$ cat src/rtl/mul16_seq_pkg.sv
// Shared definitions for the sequential 16x16 multiplier: FSM encoding and step count.
package mul16_seq_pkg;

    localparam int MUL_STEPS = 16;

    typedef enum logic [1:0] {
        ST_IDLE = 2'd0,
        ST_RUN  = 2'd1,
        ST_DONE = 2'd2
    } state_t;

endpackage

$ cat src/rtl/mul16_seq_adder16.sv
// 16-bit ripple-carry adder with carry-out; the single adder shared by the multiplier datapath.
module mul16_seq_adder16 (
    input  logic [15:0] a,
    input  logic [15:0] b,
    output logic [15:0] sum,
    output logic        c16
);

    genvar i;
    generate
        for (i = 0; i < 16; i++) begin : g_fa
            logic ci;
            logic co;
            if (i == 0) begin : g_c0
                assign ci = 1'b0;
            end else begin : g_cn
                assign ci = g_fa[i-1].co;
            end
            assign sum[i] = a[i] ^ b[i] ^ ci;
            assign co     = (a[i] & b[i]) | (ci & (a[i] ^ b[i]));
        end
    endgenerate

    assign c16 = g_fa[15].co;

endmodule

$ cat src/rtl/mul16_seq.sv
// Sequential unsigned 16x16->32 shift-and-add multiplier: one conditional add and one
// right shift per clock, start/done handshake, optional early exit on exhausted multiplier.
module mul16_seq
    import mul16_seq_pkg::*;
#(
    parameter bit EARLY_EXIT = 1'b0
) (
    input  logic        clock,
    input  logic        reset,
    input  logic        start,
    input  logic [15:0] a,
    input  logic [15:0] b,
    output logic        busy,
    output logic        done,
    output logic [31:0] p
);

    state_t      state, state_n;
    logic [15:0] mcand, mcand_n;
    logic [15:0] acc_hi, acc_hi_n;
    logic [15:0] acc_lo, acc_lo_n;
    logic [4:0]  cnt, cnt_n;
    logic [31:0] p_n;

    logic [15:0] sum;
    logic        ovfl;
    logic [31:0] step;
    logic [15:0] rem_mask;
    logic        rem_zero;
    logic        last;
    logic [31:0] align;

    mul16_seq_adder16 adder16_u (
        .a   (acc_hi),
        .b   (acc_lo[0] ? mcand : 16'h0000),
        .sum (sum),
        .c16 (ovfl)
    );

    // 33-bit {carry, sum, acc_lo} shifted right by one; the carry must survive.
    assign step     = {ovfl, sum, acc_lo[15:1]};
    assign last     = (cnt == 5'(MUL_STEPS - 1));
    // Unconsumed multiplier bits sit in the low (15-cnt) bits of the shifted acc_lo.
    assign rem_mask = 16'hFFFF >> (cnt + 5'd1);
    assign rem_zero = ((step[15:0] & rem_mask) == 16'h0000);
    assign align    = step >> (5'(MUL_STEPS - 1) - cnt);

    always_comb begin
        state_n  = state;
        mcand_n  = mcand;
        acc_hi_n = acc_hi;
        acc_lo_n = acc_lo;
        cnt_n    = cnt;
        p_n      = p;
        case (state)
            ST_IDLE, ST_DONE: begin
                if (start) begin
                    mcand_n  = a;
                    acc_lo_n = b;
                    acc_hi_n = 16'h0000;
                    cnt_n    = 5'd0;
                    p_n      = 32'h0;
                    state_n  = ST_RUN;
                end else begin
                    state_n  = ST_IDLE;
                end
            end
            ST_RUN: begin
                acc_hi_n = step[31:16];
                acc_lo_n = step[15:0];
                cnt_n    = cnt + 5'd1;
                if (last || (EARLY_EXIT && rem_zero)) begin
                    p_n     = align;
                    state_n = ST_DONE;
                end
            end
            default: state_n = ST_IDLE;
        endcase
    end

    always_ff @(posedge clock) begin
        if (reset) begin
            state  <= ST_IDLE;
            mcand  <= 16'h0000;
            acc_hi <= 16'h0000;
            acc_lo <= 16'h0000;
            cnt    <= 5'd0;
            p      <= 32'h0;
        end else begin
            state  <= state_n;
            mcand  <= mcand_n;
            acc_hi <= acc_hi_n;
            acc_lo <= acc_lo_n;
            cnt    <= cnt_n;
            p      <= p_n;
        end
    end

    assign busy = (state == ST_RUN);
    assign done = (state == ST_DONE);

endmodule

$ cat config.mk
export PLATFORM = sky130hd
export DESIGN_NAME = mul16_seq
export DESIGN_NICKNAME = d
export VERILOG_FILES = /design/src/rtl/mul16_seq_pkg.sv /design/src/rtl/mul16_seq_adder16.sv /design/src/rtl/mul16_seq.sv
export SDC_FILE = /design/constraint.sdc
export NUM_CORES = 1
export LEC_CHECK = 0
export BUFFER_PORTS_ARGS = -buffer_cell sky130_fd_sc_hd__buf_2
export CORE_MARGIN = 1.5
export CORE_UTILIZATION = 44
export DETAILED_ROUTE_END_ITERATION = 6
export GPL_TIMING_DRIVEN = 0
export SLEW_MARGIN = 20
export SYNTH_ARGS = -nofsm -noshare
export SYNTH_HDL_FRONTEND = slang
export SYNTH_SLANG_ARGS = --single-unit
$ cat constraint.sdc
create_clock -name clock -period 8 [get_ports clock]
set_clock_uncertainty 0.1 [all_clocks]
set_input_delay 0.4 -clock clock [delete_from_list [all_inputs] [get_ports clock]]
set_output_delay 0.4 -clock clock [all_outputs]
set_load 0.01 [all_outputs]
# Word level (Yosys, flattened, before mapping)

Index checks and enable logic that the tools add are counted.

Flip-flop bits (word level): 87
Bits of input ports: 35
Output and inout port bits: 34
Logic and storage cells: 110

Add/subtract/negate cells: 2
Equal/unequal tests: 5
Shift operators: 1
Multiplexer cells: 13
Bitwise logic cells: 77
Reductions and logical operators: 6

Operators by type and width:

| operator                                                               | number |
|---|---|
| 32-bit two-way mux                                                     | 2 |
| 16-bit case mux with 2 select lines                                    | 2 |
| 32-bit case mux with 2 select lines                                    | 1 |
| 16-bit two-way mux                                                     | 3 |
| 32-bit by 5-bit >> shifter with 32-bit output                          | 1 |
| 1-bit AND                                                              | 31 |
| 1-bit bitwise XOR                                                      | 31 |
| 1-bit bitwise OR                                                       | 15 |
| 5-bit case mux with 2 select lines                                     | 1 |
| 5-bit by 1-bit adder with 5-bit output (second input constant)         | 1 |
| 5-bit by 4-bit equality test with 1-bit output (second input constant) | 1 |
| 5-bit two-way mux                                                      | 1 |
| 4-bit by 5-bit subtractor with 5-bit output (first input constant)     | 1 |
| 2-bit case mux with 2 select lines                                     | 1 |
| 2-bit AND reduction                                                    | 2 |
| 3-bit AND reduction                                                    | 1 |
| 2-bit by 1-bit equality test with 1-bit output (second input constant) | 1 |
| 2-bit equality test (second input constant)                            | 1 |
| 2-bit zero test                                                        | 1 |
| 2-bit two-way mux                                                      | 1 |
| 2-bit by 1-bit != test with 1-bit output (second input constant)       | 1 |
| 2-bit != test (second input constant)                                  | 1 |
| 2-bit nonzero test                                                     | 1 |
| 2-bit OR reduction                                                     | 1 |
| 1-bit two-way mux                                                      | 1 |

# Longest topological paths before layout

Gate-level depths: netlist of run 1.

Word-level depth: 35
Gate-level depth with buffers: 23
Depth with buffers taken out: 23

# Hierarchy

From an unflattened synthesis of run 1, not the netlist that was laid out.

Cells, all modules: 390
Area, all modules: 3956.3 um2

By module, submodules not included:

| module            | instances | cells each | area each (um2) | sequential area each (um2) |
|---|---|---|---|---|
| mul16_seq         | 1         | 364        | 3606.0          | 1741.7 |
| mul16_seq_adder16 | 1         | 26         | 350.3           | 0.0 |

# Worst setup path after synthesis of run 1

No wires, ideal clock.

Path kind: reg-to-reg
Start point: reg acc_lo[0]
End point: reg p[28]
Setup time: 0.117 ns
Data arrival time: 6.894 ns
Data required time: 7.783 ns
Path slack: 0.889 ns
Stages on the path, launching flop included: 23
Path buffers: 0
Clock period less this slack: 7.111 ns
Path through: dfxtp_1 and2_1 ha_1 fa_1 fa_1 inv_1 fa_1 fa_1 fa_1 fa_1 fa_1 fa_1 fa_1 fa_1 fa_1 fa_1 fa_1 fa_1 inv_1 fa_1 o211ai_1 o21ai_0 a22o_1

Cells in the longest elaborated chain, start to end: 35
Elaborated cells between the ends (all ways): 81
Classes of those cells: 1 x shift; 3 x mux; 77 x bitwise

Ends and longest elaborated chain:

| element                                         | line                                             | RTL |
|---|---|---|
| from (decl)                                     | mul16_seq.sv:21                                  | `logic [15:0] acc_lo, acc_lo_n;` |
| from (signal assigned)                          | mul16_seq.sv:93                                  | `acc_lo <= acc_lo_n;` |
| 16-bit two-way mux *                            | mul16_seq.sv:35                                  | `.b (acc_lo[0] ? mcand : 16'h0000),` |
| 1-bit AND or 1-bit bitwise XOR (tied branches)  | mul16_seq_adder16.sv:20, mul16_seq_adder16.sv:19 |  |
| 1-bit AND                                       | mul16_seq_adder16.sv:20                          | `assign co = (a[i] & b[i]) \| (ci & (a[i] ^ b[i]));` |
| 1-bit bitwise OR                                | mul16_seq_adder16.sv:20                          |  |
| 1-bit AND                                       | mul16_seq_adder16.sv:20                          |  |
| 1-bit bitwise OR                                | mul16_seq_adder16.sv:20                          |  |
| 1-bit AND                                       | mul16_seq_adder16.sv:20                          |  |
| 1-bit bitwise OR                                | mul16_seq_adder16.sv:20                          |  |
| (+19 left out)                                  | --                                               |  |
| 1-bit bitwise OR                                | mul16_seq_adder16.sv:20                          |  |
| 1-bit AND                                       | mul16_seq_adder16.sv:20                          |  |
| 1-bit bitwise OR                                | mul16_seq_adder16.sv:20                          |  |
| 1-bit AND                                       | mul16_seq_adder16.sv:20                          |  |
| 1-bit bitwise OR                                | mul16_seq_adder16.sv:20                          |  |
| 32-bit by 5-bit >> shifter with 32-bit output * | mul16_seq.sv:46                                  | `assign align = step >> (5'(MUL_STEPS - 1) - cnt);` |
| 32-bit two-way mux *                            | mul16_seq.sv:72                                  | `if (last \|\| (EARLY_EXIT && rem_zero)) begin` |
| 32-bit case mux with 2 select lines *           | mul16_seq.sv:55                                  | `case (state)` |
| to (signal assigned)                            | mul16_seq.sv:95                                  | `p <= p_n;` |
| to (decl)                                       | mul16_seq.sv:15                                  | `output logic [31:0] p` |

Every way passes the cells marked *; elsewhere a longest branch is shown, timed or not. The select of a mux whose other input is x is not followed.
A chain may end at the register's enable or synchronous reset.

# Worst setup path in the final report of run 1

Ends and elaborated chain as after synthesis.

==> results of run 1 <==
flip-flops by register name, indices dropped and copies added, names as in the netlist:
name,cells
p,32
acc_hi,16
acc_lo,16
mcand,16
cnt,5
state,2
final timing paths:
kind / depth (start not counted) / slack [ns] / startpoint / endpoint
min: 3 / 0.17 / a[7] / mcand[7]
max: 22 / 0.40 / acc_lo[0] / p[28]
max reg2reg: 22 / 0.40 / acc_lo[0] / p[28]
min reg2reg: 2 / 0.36 / mcand[1] / mcand[1]
worst max-delay path, stage by stage, from the launching register on:
cell,delay [ns]
dfxtp_1,0.46
and2_1,0.17
ha_1,0.16
fa_1,0.21
fa_1,0.18
inv_1,0.05
fa_1,0.38
fa_1,0.40
fa_1,0.40
fa_1,0.44
fa_1,0.44
fa_1,0.43
fa_1,0.43
fa_1,0.43
fa_1,0.43
fa_1,0.42
fa_1,0.44
fa_1,0.40
inv_1,0.08
fa_1,0.49
o211ai_1,0.21
o21ai_0,0.13
a22o_1,0.24
report_power, final:
group,total [mW],internal [mW],leakage [nW],switching [mW]
logic,0.104,0.0424,1.15,0.0614
registers,0.463,0.447,0.707,0.0152
clock network,0.323,0.162,0.0988,0.161
total,0.889,0.652,1.95,0.237
through the flow:
stage | power (mW) | cell area [um^2] | util (%) | cells | setup WS [ns]
3_5_place_dp | 0.576 | 4830 | 50.1 | 671 | 0.413
2_1_floorplan | 0.540 | 4330 | - | 470 | 0.889
5_1_grt | 0.928 | 5040 | 52.3 | 687 | 0.0861
4_1_cts | 0.894 | 5040 | 52.3 | 687 | 0.376
6_report | 0.889 | 5040 | 52.3 | 687 | 0.398
3_3_place_gp | 0.574 | 4830 | 50.1 | 671 | 0.475
layer usage:
layer / vias to the layer above / global-route usage, % / wire [um] / part of all wire [%]
met2: 93 / 32.8 / 4820 / 44
li1: 1794 / - / - / -
met3: 17 / 3.97 / 512 / 4.7
met1: 1712 / 31.8 / 5360 / 49
met4: 0 / 6.64 / 160 / 1.5
met5: - / 0 / 0 / 0
cells by family after synthesis:
group | Yosys count | synth area share (%)
simple gates | 163 | 16.3
compound gates | 110 | 17.5
flops | 87 | 40.3
buf+inv | 61 | 7.09
mux | 32 | 11.3
fa+ha+maj | 17 | 7.52
cells in the mapped netlist, drive strengths merged:
library cell,number,area share (%)
and2,5,0.72
nor2b,1,0.14
and2b,1,0.17
a31oi,1,0.14
mux2i,13,3.0
a22oi,9,1.6
clkbuf,16,1.4
dfxtp,87,40
o2bb2ai,5,1.0
or3,1,0.14
o211ai,1,0.17
nand3b,4,0.69
nor3b,1,0.17
o21ai,11,1.3
fa,15,6.9
nor4,1,0.49
a311oi,16,3.2
a21oi,40,4.6
nor2,52,4.5
nand3,3,0.35
nor3,1,0.23
a22o,26,5.3
mux2,6,1.6
mux4,13,6.8
or4b,1,0.23
ha,2,0.58
nand2b,3,0.67
o31ai,1,0.17
clkinv,1,0.20
nand2,89,7.8
buf,24,3.8
inv,20,1.7
area by class of cell:
cell class / instances / area share [%]
repair buffers: 68 / 6.75
inverters: 21 / 1.66
clock buffers: 12 / 3.08
multi-input cells: 322 / 45.2
well taps: 133 / 3.30
plain buffers: 40 / 4.42
clock inverters: 4 / 1.07
flip-flops and latches: 87 / 34.5
==> flow_summary.json, run 1 <==
{
  "static-leakage-power_nw": 1.95,
  "dr.first_iter.drc_count": 213,
  "cts-hold-fix-buffers": 0,
  "dieHeight_um": 102,
  "routedWlPerCell_um": 15.8,
  "slew_viol_final": 0,
  "postSynthAreaPerCell_um2": 9.20,
  "vias": 3616,
  "drt_wl_total_um": 10800,
  "htree_num_levels": 3,
  "syn-num-nets": 522,
  "vias_per_cell": 5.26,
  "port_buffers": 68,
  "overflow": 0,
  "dp.final_hpwl_um": 8230,
  "max-vdd-ir-drop_mv": 0.0948,
  "rows": 36,
  "areaGrowthSynthToFinish_pct": 16.5,
  "status": "completed",
  "cp_max_fo": 8,
  "grt_start_max_net_pins": 15,
  "fmax_mhz": 132,
  "cts.repair.resized": 0,
  "cp.arrival_ns": 7.76,
  "post-route-min-period_ns": 7.60,
  "number_of_global_route_vias_before_repair": 3398,
  "numCtsBuffers": 9,
  "insertion_delay_ns": 0.36,
  "mostFrequentLayoutCells": "88 x nand2_1, 87 x dfxtp_1, 81 x buf_2, 52 x nor2_1, 40 x a21oi_1",
  "cts_buffer_depth": 2,
  "yosysSeqAreaShare_pct": 40.3,
  "setup_viol": 0,
  "required_ns": 8.16,
  "fin_nets": 601,
  "dr_drc_count": 0,
  "core_um2": 9640,
  "finalCritPeriodShare_pct": 95.0,
  "setup.worst_path.class": "reg -> reg",
  "detail_route.first_pass.iterations": 4,
  "rsz0062_at_grt": "false",
  "hold_violations": 0,
  "synthDistinctLibCells": 39,
  "cts_root_buffer_type": "clkbuf_8",
  "boundaryPins": 69,
  "clock_edge_transition_at_the_registers_on_the_reported_setup_and_hold_paths_ns": 0.09,
  "layout.cells.most_common": "nand2_1",
  "sequential_cell_area_um2": 1740,
  "maxSlewHeadroom_pct": 62.5,
  "worst_pin_slew_ns": 0.563,
  "cts_tree": "yes",
  "antenna_violating_nets_post_route": 0,
  "fin_worst_hold_slack_ns": 0.173,
  "antenna_cells": 0,
  "drive_above_1_share_pct": 23.8,
  "nFillCells": 973,
  "timing.max_cap.violations": 0,
  "groute.usage.overall_pct": 21.7,
  "worst_setup_sp_type": "register",
  "floorplan.die_area_um2": 10400,
  "setup-tns-final_ns": 0,
  "multi_input_area_um2": 2280,
  "cts.sink_count": 87,
  "die_width_um": 102,
  "initial_antenna_violation_count": 0,
  "synth.cell_area_um2": 4330,
  "initial_standard_cell_utilization_of_the_core_pct": 44.9,
  "yosys_register_bits": 87,
  "power_per_cell_area_nw_per_um2": 176,
  "hp-class": "in -> reg",
  "grt_first_pass_wirelength_um": 17200,
  "setup.worst_path.end_class": "register",
  "synth_cells": 470,
  "routabilityCongestion": 0.817,
  "postCtsSetupRepairBufs": 0,
  "synthesis.yosys.warnings": 0
}
No activity file was read; power rests on OpenSTA's default activity.
==> inputs of run 2 (changes only) <==
- PLACE_DENSITY: not set -> 0.61
- SYNTH_HIERARCHICAL: not set -> 1
==> run 2 against run 1 <==
Non-clock buffer count decreased by 9. Critical path depth increased by 2. Clock-buffer cell count decreased by 1. Sequential share of layout area increased by 3.0 points. First-iteration DRC count decreased by 34%. Total power decreased by 2.4%. Routed wire length decreased by 11%. Clock power increased by 4%. Critical path type unchanged. Largest cell class unchanged.
==> flow_summary.json, run 2 <==
{
  "status": "completed",
  "ff2ff_path_depth": 24,
  "mostFrequentLayoutCells": "87 x dfxtp_1, 76 x buf_2, 41 x a21oi_1, 35 x nand2_1, 27 x a22oi_1",
  "cp_top_family": "adder cells",
  "power.switching_fraction_pct": 24.4,
  "final_cells": 579,
  "drive_above_1_share_pct": 24.8,
  "setup-tns-final_ns": 0,
  "internal_power_uw": 656,
  "slew_viol_final": 0,
  "setup.worst_path.end_class": "register",
  "syn-num-nets": 442,
  "timing.max_cap.violations": 0,
  "power_per_cell_area_nw_per_um2": 187,
  "pwr-share-seq_pct": 52.5,
  "fin_nets": 519,
  "htree_num_levels": 3,
  "layout.cells.most_common": "dfxtp_1",
  "worst_hold_path.num_cells": 3,
  "largest_register_ff_count": 32,
  "rows": 34,
  "synth_area_leaders": "dfxtp_1 44%, fa_1 7.6%, mux2i_1 6.1%, a22o_1 5.5%, a21oi_1 5.2%",
  "overflow": 0,
  "cts_tree": "yes",
  "netlist.top_cell.by_area": "dfxtp_1",
  "drt_wl_total_um": 9650,
  "areaGrowthSynthToFinish_pct": 17.1,
  "floorplan.die_area_um2": 9570,
  "switching_power_uw": 212,
  "yosys_register_bits": 87,
  "setup.worst_path.class": "reg -> reg",
  "core_um2": 8720,
  "synthDistinctLibCells": 35,
  "crit_path_top_delay_cell": "dfxtp_1",
  "boundaryPins": 69,
  "gr-usage-met3_pct": 3.01,
  "fmax_mhz": 134,
  "combinational_family_with_the_most_area_after_synthesis": "compound AO/OA/AOI/OAI gates",
  "global_route.usage.met1_pct": 30.8,
  "use_met2_pct": 31.9,
  "antenna_violating_nets_post_route": 0,
  "min_to": "mcand[2]",
  "regMostFlops": "p",
  "power.clock.fraction_pct": 38.8,
  "die_width_um": 97.8,
  "groute.usage.overall_pct": 21.3,
  "async_flop_share_pct": 0,
  "worst_path_most_repeated_cell": "fa_1",
  "setup.reg_to_reg.worst_slack_ns": 0.54,
  "crit_buf_inv": 4,
  "dieHeight_um": 97.8,
  "numCtsBuffers": 9,
  "clock_edge_transition_at_the_registers_on_the_reported_setup_and_hold_paths_ns": 0.08,
  "placedCellCount": 565,
  "cts_root_buffer_type": "clkbuf_8",
  "synth-main-ff-cell": "dfxtp_1",
  "worst_pin_slew_ns": 0.624,
  "nFillCells": 827,
  "dr_drc_count": 0,
  "max-vdd-ir-drop_mv": 0.0811,
  "number_of_global_route_vias_before_repair": 3178,
  "sequential_cell_area_um2": 1740,
  "multi_input_area_um2": 2000,
  "required_ns": 8.19,
  "compound_gate_fraction_of_synth_area_pct": 22.4,
  "synth_cells": 390,
  "yosysSeqAreaShare_pct": 44.0,
  "port_buffers": 67,
  "cts_buffer_depth": 2,
  "cts.sink_count": 87,
  "insertion_delay_ns": 0.36,
  "postSynthAreaPerCell_um2": 10.1,
  "rsz0062_at_grt": "false",
  "crit_path_start": "acc_lo[0]",
  "synthesis.yosys.warnings": 6,
  "hold_violations": 0,
  "cts-hold-fix-buffers": 0,
  "maxSlewHeadroom_pct": 58.4,
  "setup_viol": 0,
  "grt_first_pass_wirelength_um": 16200,
  "fin_worst_hold_slack_ns": 0.172,
  "critPathMaxStageDelay_ns": 0.44,
  "rr_startpoint": "acc_lo[0]",
  "dp.final_hpwl_um": 7180,
  "post_synth_xor_area_fraction_pct": 0,
  "routedWlPerCell_um": 16.7,
  "cp.arrival_ns": 7.64,
  "busiest_layer": "met2",
  "post_synth_mux_area_share_pct": 7.50,
  "post-route-min-period_ns": 7.46,
  "finalCritPeriodShare_pct": 93.2,
  "post-synth-top-count-cell": "dfxtp_1",
  "static-leakage-power_nw": 1.90,
  "synth_fa_ha_area_share_pct": 8.22,
  "cp_max_fo": 17,
  "hold_path.startpoint": "a[2]",
  "dr.first_iter.drc_count": 140,
  "synth.cell_area_um2": 3960,
  "routabilityCongestion": 0.806,
  "synth-edff-count": 0,
  "hp-class": "in -> reg",
  "vias_per_cell": 5.51,
  "r2r_end": "p[27]",
  "synthSimpleGateAreaFrac_pct": 12.4,
  "antenna_cells": 0,
  "grt_start_max_net_pins": 14,
  "initial_standard_cell_utilization_of_the_core_pct": 45.4,
  "top_cell_type_s_share_of_synthesized_area_pct": 44.0,
  "detail_route.first_pass.iterations": 4,
  "combinationalPowerShare_pct": 8.8,
  "worst_setup_sp_type": "register",
  "synth_commonest_cells": "87 x dfxtp_1, 41 x a21oi_1, 35 x nand2_1, 27 x a22oi_1, 25 x a22o_1",
  "initial_antenna_violation_count": 0,
  "critical_path.cell_chain": "and2_1, ha_1, inv_1, fa_1, inv_1, fa_1, fa_1, fa_1, fa_1, fa_1, fa_1, fa_1, fa_1, fa_1, fa_1, fa_1, fa_1, fa_1, inv_1, fa_1, inv_1, mux2i_1, mux2_2, o2bb2ai_1",
  "vias": 3190
}
[run 2: layout make-up]
cell class,count,area share [%]
multi-input cells,258,43.1
flip-flops and latches,87,37.6
repair buffers,67,7.24
plain buffers,32,3.64
clock buffers,11,3.05
well taps,108,2.92
clock inverters,4,1.51
inverters,12,0.972
[run 2: power groups by stage]
stage          Sequential (mW)  Clock (mW)  Combinational [mW]
2_1_floorplan            0.461           0              0.0520
3_3_place_gp             0.465           0              0.0756
3_5_place_dp             0.465           0              0.0769
4_1_cts                  0.455       0.343              0.0772
5_1_grt                  0.457       0.358              0.0848
6_report                 0.455       0.336              0.0762
[run 2: cell families (layout without fill, tap and decap cells)]
| kind of cell | count (synthesis) | count (layout) |
|---|---|---|
| AOI/OAI and AO/OA | 121 | 121 |
| and+or+nand+nor | 91 | 91 |
| DFF | 87 | 87 |
| adders and majority gates | 17 | 17 |
| muxes | 29 | 29 |
| buffers and inverters | 45 | 126 |
[run 2: timing repair]
item,CTS,global route
resized for setup,0,0
endpoints found under the setup margin,0,1
buffers inserted,0,0
[run 2: through the flow]
stage	worst slack (ns)	power [mW]	cell area, um^2	utilization, %
final	0.542	0.867	4630	53.1
after global routing	0.0927	0.900	4630	53.1
after CTS	0.382	0.875	4640	53.2
after detailed placement	0.414	0.542	4430	50.8
after global placement	0.482	0.540	4430	50.8
after floorplan	0.928	0.513	3960	-
[run 2: worst max-delay path by stage]
stage	depth (start not counted)	to	slack (ns)
after global routing	24	p[27]	0.09
after global placement	25	p[27]	0.48
final	24	p[27]	0.54
after detailed placement	25	p[27]	0.41
after floorplan	25	p[27]	0.93
after CTS	25	p[27]	0.38
[run 2: worst min-delay path, cell delays in order]
cell     delay [ns]
buf_2          0.09
nand2_1        0.04
a21oi_1        0.05
[run 2: metal layers]
layer	wire (um)	vias up
li1	-	1561
met1	4780	1529
met2	4200	86
met3	500	14
met4	170	0
met5	0	-
==> inputs of run 3 (changes only) <==
- GPL_TIMING_DRIVEN: 0 -> not set
==> run 3 against run 2 <==
Cell count shrank 4.3%. Maximum frequency grew 3.0%. Critical path depth is the same. Largest cell class unchanged. Sequential cell count is the same. Register-to-register slack gained 0.22 ns. Non-clock buffer count shrank 26. Largest power group unchanged. Combinational power shrank 6.4%.
==> flow_summary.json, run 3 (synthesis gave the netlist of run 2 again) <==
{
  "status": "completed",
  "fin_worst_hold_slack_ns": 0.171,
  "boundaryPins": 69,
  "detail_route.first_pass.iterations": 4,
  "antenna_violating_nets_post_route": 0,
  "numCtsBuffers": 9,
  "layout.cells.most_common": "dfxtp_1",
  "initial_standard_cell_utilization_of_the_core_pct": 45.4,
  "dieHeight_um": 97.8,
  "regMostFlops": "p",
  "fin_nets": 493,
  "critical_path.cell_chain": "and2_1, ha_1, inv_1, fa_1, inv_1, fa_1, fa_1, fa_1, fa_1, fa_1, fa_1, fa_1, fa_1, fa_1, fa_1, fa_1, fa_1, fa_1, inv_1, fa_1, inv_1, mux2i_1, mux2_2, o2bb2ai_1",
  "cts.sink_count": 87,
  "power_per_cell_area_nw_per_um2": 198,
  "cts_buffer_depth": 2,
  "crit_path_top_delay_cell": "fa_1",
  "cts_tree": "yes",
  "mostFrequentLayoutCells": "87 x dfxtp_1, 68 x buf_2, 41 x a21oi_1, 35 x nand2_1, 27 x a22oi_1",
  "grt_first_pass_wirelength_um": 15300,
  "rsz0062_at_grt": "false",
  "dr_drc_count": 0,
  "overflow": 0,
  "floorplan.die_area_um2": 9570,
  "groute.usage.overall_pct": 20.0,
  "insertion_delay_ns": 0.36,
  "cp_max_fo": 3,
  "worst_setup_sp_type": "register",
  "initial_antenna_violation_count": 0,
  "dr.first_iter.drc_count": 168,
  "dp.final_hpwl_um": 6330,
  "drt_wl_total_um": 9330,
  "port_buffers": 68,
  "hp-class": "in -> reg",
  "setup.worst_path.class": "reg -> reg",
  "hold_violations": 0,
  "cts_root_buffer_type": "clkbuf_8",
  "max-vdd-ir-drop_mv": 0.0893,
  "largest_register_ff_count": 32,
  "postCtsSetupRepairBufs": 0,
  "setup-tns-final_ns": 0,
  "finalCritPeriodShare_pct": 90.5,
  "grt_start_max_net_pins": 45,
  "htree_num_levels": 3,
  "number_of_global_route_vias_before_repair": 2952,
  "routabilityCongestion": 0.800,
  "timing.max_cap.violations": 0,
  "worst_pin_slew_ns": 0.908,
  "cts-hold-fix-buffers": 0,
  "core_um2": 8720,
  "static-leakage-power_nw": 1.84,
  "setup.worst_path.end_class": "register",
  "routedWlPerCell_um": 16.8,
  "maxSlewHeadroom_pct": 39.4,
  "areaGrowthSynthToFinish_pct": 15.1,
  "vias": 3046,
  "required_ns": 8.19,
  "slew_viol_final": 0,
  "setup_viol": 0,
  "drive_above_1_share_pct": 24.7,
  "die_width_um": 97.8,
  "fmax_mhz": 138,
  "critPathMaxStageDelay_ns": 0.42,
  "antenna_cells": 0,
  "rows": 34,
  "cts.repair.resized": 0,
  "post-route-min-period_ns": 7.24,
  "vias_per_cell": 5.50,
  "cp.arrival_ns": 7.43,
  "worst_path_most_repeated_cell": "fa_1",
  "clock_edge_transition_at_the_registers_on_the_reported_setup_and_hold_paths_ns": 0.09
}
run 3: cell types whose count changed in the layout (fill, tap and decap cells not counted), sizes merged:
| cell | change |
|---|---|
| buf | -11 |
| clkinv | -2 |
| clkbuf | -15 |
| bufinv | +1 |
| clkinvlp | +2 |
run 3: final timing paths:
check / from / end / slack (ns) / depth (start not counted)
worst min register to register: mcand[4] / mcand[4] / 0.36 / 2
worst min-delay path: a[7] / mcand[7] / 0.17 / 3
worst max-delay path: mcand[0] / p[27] / 0.76 / 24
worst max register to register: mcand[0] / p[27] / 0.76 / 24
run 3: layer usage:
metal / vias to the layer above / track usage, % / part of all wire, %
met2: 86 / 29.5 / 44
li1: 1511 / - / -
met3: 11 / 2.65 / 5.0
met1: 1438 / 29.3 / 49
met5: - / 0 / 0
met4: 0 / 8.13 / 1.4
run 3: worst max-delay path, delay by kind of cell, from the launching register on:
family / cells / cell delay [ns]
AND/OR/NAND/NOR: 1 / 0.15
multiplexers: 2 / 0.38
flip-flops: 1 / 0.32
buffers and inverters: 4 / 0.30
adder cells (fa/ha/maj): 16 / 5.82
AO/OA/AOI/OAI: 1 / 0.11
run 3: stage by stage:
step           cells  instance area (um^2)  setup WS, ns  util [%]  total power [mW]
3_5_place_dp     538                  4300         0.832      49.3             0.536
6_report         554                  4550         0.760      52.2             0.902
2_1_floorplan    390                  3960         0.928         -             0.513
3_3_place_gp     538                  4300         0.942      49.3             0.535
5_1_grt          554                  4550         0.504      52.2             0.935
4_1_cts          554                  4550         0.756      52.1             0.906
run 3: power by group:
group,internal (mW),switching [mW],total [mW],leakage (nW)
clock,0.216,0.159,0.375,0.116
combinational,0.0264,0.0449,0.0713,1.02
sequential,0.445,0.0108,0.455,0.706
run 3: cell type report:
class,count,area [um^2]
Clock buffer,11,141
Clock inverter,5,105
Sequential cell,87,1740
Multi-Input combinational cell,258,2010
Inverter,12,45.0
Timing Repair Buffer,73,378
Fill cell,837,4170
Tap cell,108,135
